**src/rtl/load_store_unit.sv**
```systemverilog
// load_store_unit: MEM-stage initiator for the word-wide data memory.
// Sequences MemRead/MemWrite from flops, does read-modify-write for byte/half
// stores, and returns aligned, extended load data over a valid/ready handshake.
// Optional build macro: LSU_MISALIGN_TRAP_EN (fault misaligned / reserved-size requests).
module load_store_unit (
  input  logic        clk,
  input  logic        reset,
  input  logic        req_valid,
  output logic        req_ready,
  input  logic        req_write,
  input  logic [1:0]  req_size,
  input  logic        req_signed,
  input  logic [31:0] req_addr,
  input  logic [31:0] req_wdata,
  output logic        resp_valid,
  input  logic        resp_ready,
  output logic [31:0] resp_rdata,
  output logic        resp_err,
  output logic [31:0] mem_address,
  output logic [31:0] mem_data_input,
  output logic        MemRead,
  output logic        MemWrite,
  input  logic [31:0] mem_data_Out
);

  typedef enum logic [1:0] {IDLE, RD, WR, RESP} state_t;

  state_t      state, next_state;
  logic        write_q, signed_q;
  logic [1:0]  size_q, lane_q;
  logic [31:0] wdata_q, rdata_q;
  logic [1:0]  eff_size;
  logic        fault;
  logic        word_store;
  logic [7:0]  byte_sel;
  logic [15:0] half_sel;
  logic [31:0] load_ext, merged;

  // The reserved size code behaves as a word access whenever it is not trapped.
  assign eff_size   = (req_size == 2'b11) ? 2'b10 : req_size;
  assign word_store = req_write && (eff_size == 2'b10);

`ifdef LSU_MISALIGN_TRAP_EN
  assign fault = (req_size == 2'b11) ||
                 ((req_size == 2'b01) && req_addr[0]) ||
                 ((req_size == 2'b10) && (req_addr[1:0] != 2'b00));
`else
  assign fault = 1'b0;
`endif

  assign req_ready  = (state == IDLE);
  assign resp_valid = (state == RESP);
  assign resp_rdata = rdata_q;

  // State register; reset drops any in-flight access and pending response.
  always_ff @(posedge clk or posedge reset) begin
    if (reset) state <= IDLE;
    else       state <= next_state;
  end

  // Next-state decode: faults skip memory, word stores skip the read.
  always_comb begin
    next_state = state;
    case (state)
      IDLE: begin
        if (req_valid) begin
          if (fault)           next_state = RESP;
          else if (word_store) next_state = WR;
          else                 next_state = RD;
        end
      end
      RD:      next_state = write_q ? WR : RESP;
      WR:      next_state = RESP;
      RESP:    if (resp_ready) next_state = IDLE;
      default: next_state = IDLE;
    endcase
  end

  // Lane selection for loads and the lane merge for sub-word stores.
  always_comb begin
    byte_sel = mem_data_Out[{lane_q, 3'b000} +: 8];
    half_sel = mem_data_Out[{lane_q[1], 4'b0000} +: 16];
    load_ext = mem_data_Out;
    merged   = mem_data_Out;
    case (size_q)
      2'b00: begin
        load_ext = {{24{signed_q & byte_sel[7]}}, byte_sel};
        merged[{lane_q, 3'b000} +: 8] = wdata_q[7:0];
      end
      2'b01: begin
        load_ext = {{16{signed_q & half_sel[15]}}, half_sel};
        merged[{lane_q[1], 4'b0000} +: 16] = wdata_q[15:0];
      end
      default: begin
        load_ext = mem_data_Out;
        merged   = wdata_q;
      end
    endcase
  end

  // Request capture, memory strobes and response data, all registered.
  always_ff @(posedge clk or posedge reset) begin
    if (reset) begin
      write_q        <= 1'b0;
      signed_q       <= 1'b0;
      size_q         <= 2'b00;
      lane_q         <= 2'b00;
      wdata_q        <= '0;
      rdata_q        <= '0;
      mem_address    <= '0;
      mem_data_input <= '0;
      MemRead        <= 1'b0;
      MemWrite       <= 1'b0;
    end else begin
      case (state)
        IDLE: begin
          if (req_valid) begin
            write_q     <= req_write;
            signed_q    <= req_signed;
            size_q      <= eff_size;
            lane_q      <= req_addr[1:0];
            wdata_q     <= req_wdata;
            rdata_q     <= '0;
            mem_address <= {req_addr[31:2], 2'b00};
            if (!fault) begin
              if (word_store) begin
                mem_data_input <= req_wdata;
                MemWrite       <= 1'b1;
              end else begin
                MemRead <= 1'b1;
              end
            end
          end
        end
        RD: begin
          MemRead <= 1'b0;
          if (write_q) begin
            mem_data_input <= merged;
            MemWrite       <= 1'b1;
          end else begin
            rdata_q <= load_ext;
          end
        end
        WR: MemWrite <= 1'b0;
        RESP: if (resp_ready) rdata_q <= '0;
        default: ;
      endcase
    end
  end

`ifdef LSU_MISALIGN_TRAP_EN
  logic err_q;

  // Fault flag is set at acceptance and cleared when the response is taken.
  always_ff @(posedge clk or posedge reset) begin
    if (reset)                           err_q <= 1'b0;
    else if ((state == IDLE) && req_valid) err_q <= fault;
    else if ((state == RESP) && resp_ready) err_q <= 1'b0;
  end

  assign resp_err = err_q;
`else
  assign resp_err = 1'b0;
`endif

endmodule

```
**config.mk**
```make
export PLATFORM = sky130hd
export DESIGN_NAME = load_store_unit
export DESIGN_NICKNAME = d
export VERILOG_FILES = /design/src/rtl/load_store_unit.sv
export SDC_FILE = /design/constraint.sdc
export NUM_CORES = 1
export LEC_CHECK = 0
export CORE_MARGIN = 4
export CORE_UTILIZATION = 45
export CTS_BUF_LIST = sky130_fd_sc_hd__clkbuf_8
export DETAILED_ROUTE_END_ITERATION = 12
export PLACE_DENSITY = 0.77
export REMOVE_ABC_BUFFERS = 1
export SLEW_MARGIN = 10
export SYNTH_ARGS = -nofsm -noshare
export SYNTH_HDL_FRONTEND = slang
export SYNTH_SLANG_ARGS = --single-unit
```
**constraint.sdc**
```tcl
create_clock -name clk -period 5.2 [get_ports clk]
set_input_delay 0.78 -clock clk [delete_from_list [all_inputs] [get_ports clk]]
set_output_delay 0.78 -clock clk [all_outputs]
set_load 0.01 [all_outputs]
```
==> results.txt <==
The signed area change from the synthesized netlist to the final layout is 35.7%, and the total number of H-tree levels is 4. The run gives 6,114 as the via count of the first global-routing pass. The run gives 30.3% as the met1 demand-to-capacity share in global routing. STA classifies the critical path startpoint as a flop. The multi-input combinational cells in the finished layout cover a total of 3300 µm².

The run gives 937 as the final net count. The layout cell share with drive strength beyond 1 was 14.7%; the synthesized instance count was 642. The min-delay analysis places its worst path in the category reg2reg.

After detailed routing, the number of vias per cell comes to 5.84. Along the worst path, the maximum fanout reaches 49. Traced cell by cell, the critical path runs through inv_1 > ha_1 > buf_4 > and2b_1 > nand3_1 > nor2_1 > a221o_1.

For the post-layout instance count excluding filler cells, the log shows 1,024. The time the final worst path needs with I/O delays and setup came out at 2.93 ns. The run gives 570 as the number of DRC markers after the initial detailed-route iteration.

For the worst slack at placement, the log shows 2.19 ns. 205 I/O pins were placed. Dividing total power by cell area gives a power density of 643 nW/µm². The tools report the initial antenna violation count as 0. The worst-case clock buffer depth is 2. For this design, the slowest cell found on the critical path is nor2_1. For this configuration, the core starts out at a cell density of 45.9%. At the later pin of the worst-skew pair, clock insertion delay measures 0.46 ns. For the final total power, the log shows 6.09 mW. The final route contains 5,978 vias. The pin count of the biggest net entering global routing is 99.

The number of warnings reported in the yosys synthesis log was 0; the number of search-and-repair iterations in the first detailed-routing pass was 5. The busiest layer in global routing was met2. The clock edge transition at the registers on the reported setup and hold paths works out to 0.08 ns. In this run the most critical hold path is launched from resp_rdata[14].

The cell sitting at the root of the clock tree is a clkbuf_8. The endpoint identified for the worst register-to-register timing path is resp_rdata[20]. The clock skew after layout was 0.0133 ns; the number of cells on the worst hold path was 2. Global routing consumed, over all layers together, 23.3% of the routing resources.

The top cell types in the final layout, fill and taps aside, are 201 x clkdlybuf4s50_1, 136 x dfrtp_1, 76 x nand2_1. The diode insertion count for antenna repair is 0, and the DRC violations left is 0. Setup slack closes at 2.27 ns. Setup repair after global routing left no endpoint under its margin. The placeable core region is 15,200 µm².

Counting the fill cells in the layout gives 1,209. After synthesis, the share of flip-flops with an asynchronous set or reset is 100%. The synthesized design contains 136 register bits. The tools report the final number of hold-violating endpoints as 0.

Data on the critical path is required at its endpoint by 5.59 ns. The flow ran to the end, and the final reports show no timing, DRC or antenna violations. At the pin with the least slew margin, the transition time is 1.04 ns. Most common cell after layout, fill and taps aside: clkdlybuf4s50_1.

The met2 demand-to-capacity share in global routing came out at 36.4%. Together, buffers and inverters on the worst path number 2. Setup violations remaining at the end of the flow were counted as 0. In this run the remaining antenna-violating nets after routing total 0. The register area was 3400 µm²; the number of cells traversed by the worst register-to-register path was 7. Summed over all layers, the global routing overflow is 0. The congestion estimate from routability-driven global placement came to 0.886. The tools report the maximum vdd drop as 0.000409 V. The tools report the relative slew slack as 30.5%.

The average size of a mapped cell is 10.9 µm², and the final worst-path cycle share is 56.3%. The tools report the total setup buffers inserted after CTS as 0. After routing, the total negative slack on setup checks comes to 0 ns. The worst setup path is of the reg2reg kind.

The launching point of the worst reg2reg path was state[1]. After synthesis, flip-flops and latches occupy 48.7% of the total area. The logs give 20.4 mm for the sum of routed wire length over all layers and 17,600 µm² for the full die area. The worst setup path is captured at a flop. Based on the critical path, the design can be clocked at up to 342 MHz.

In this run the cell area of the synthesized design comes to 6980 µm². The logs give 992 for the placed cell count and 0 for the number of hold buffers added after cts. Counting distinct cell types in the post-synthesis netlist gives 60. The count of buffers inserted at the top-level ports came out at 201. The worst setup slack for register-to-register paths is 2.27 ns, and the routed wirelength normalized by instance count is 19.9 µm. Broken down by cell family, the worst path's largest delay share belongs to simple AND/OR/NAND/NOR gates. The maximum cell stage delay along the critical path was 0.88 ns. The run gives 7.15% as the met3 capacity usage during global routing.

TritonCTS built the clock tree. The die extent in x is 133 µm. The end point of the most critical hold path was resp_rdata[14].

Measured along the y axis, the die boundary spans 133 µm. Prevailing post-synth register cell: dfrtp_1. The number of gates resized after CTS was 0.

The run gives 0 as the number of pins exceeding their max-slew limit in the final report. The run gives 45 as the row count. The first global-routing pass estimated 32.7 mm of wire. Clock tree synthesis found a total of 136 sinks. The leakage power was 3.93 nW; the sum of net half-perimeters after detailed placement was 14.8 mm. Max-cap violations in this run came to 0. The start point of the critical path was state[1]. The worst path arrival time was 3.31 ns. The tools report the clock buffer count from CTS as 17. The count of flip-flops with a built-in enable after synthesis came out at 0.
## power by group
group	internal [mW]	total, mW	switching [mW]
registers	1.56	1.94	0.385
logic	1.54	3.19	1.65
clock network	0.524	0.963	0.439
total	3.62	6.09	2.48
## Yosys cell counts (9+ instances only)
cell type | instances | area share (%)
a21oi_1 | 12 | 0.86
a221o_1 | 17 | 2.4
a221oi_1 | 17 | 2.1
and3_1 | 12 | 1.1
buf_2 | 13 | 0.93
buf_4 | 9 | 0.97
clkbuf_1 | 17 | 0.91
dfrtp_1 | 136 | 49
ha_1 | 10 | 1.8
inv_1 | 9 | 0.48
mux2_2 | 69 | 11
nand2_1 | 77 | 4.1
nand2b_1 | 13 | 1.2
nand3_1 | 10 | 0.72
nor2_1 | 50 | 2.7
o21ai_0 | 39 | 2.8
o31ai_1 | 33 | 3.5
## cell families after synthesis
family	after synthesis	synth area share [%]
buf+inv	57	4.10
flops	136	48.7
fa+ha+maj	10	1.79
simple gates	187	12.7
compound gates	169	18.5
mux	82	14.0
other cells	1	0.0537
## per-layer routing
metal  up-vias  wire length (µm)
li1       2733                 -
met4         0               597
met1      2900              8340
met2       304              9520
met3        41              1970
met5         -                 0
## layout make-up
cell class | instances | area share [%]
sequential | 136 | 35.9
multi-input combinational | 451 | 34.9
timing repair buffer | 207 | 21.7
tap | 188 | 2.48
clock buffer | 17 | 2.47
clock inverter | 15 | 2.11
inverter | 10 | 0.449
## how the worst max path moves through the flow
stage,endpoint,slack (ns),cells past startpoint
4_1_cts,resp_rdata[20],2.32,7
3_5_place_dp,resp_rdata[19],2.19,5
5_1_grt,resp_rdata[20],2.04,7
6_report,resp_rdata[20],2.27,7
3_3_place_gp,resp_rdata[21],2.29,5
2_1_floorplan,MemRead,0.78,1
## flip-flops by register name, indices dropped and copies added (netlist names)
register and cells:
size_q 2, wdata_q 32, lane_q 2, write_q 1
MemRead 1, mem_address 30, MemWrite 1, mem_data_input 32
state 2, resp_rdata 32, signed_q 1
## worst min-delay path, stage by stage (launching register included)
cell and delay (ns):
dfrtp_1 0.35, nand2_1 0.05, o21ai_0 0.06
## stage by stage
step	util, %	area (µm²)	hold slack [ns]
after floorplan	-	6740	0.472
after global placement	59.5	9040	0.465
after detailed placement	59.5	9040	0.469
after CTS	62.3	9480	0.490
after global routing	62.3	9480	0.501
final	62.3	9480	0.490
No activity file was read; power rests on OpenSTA's default activity.
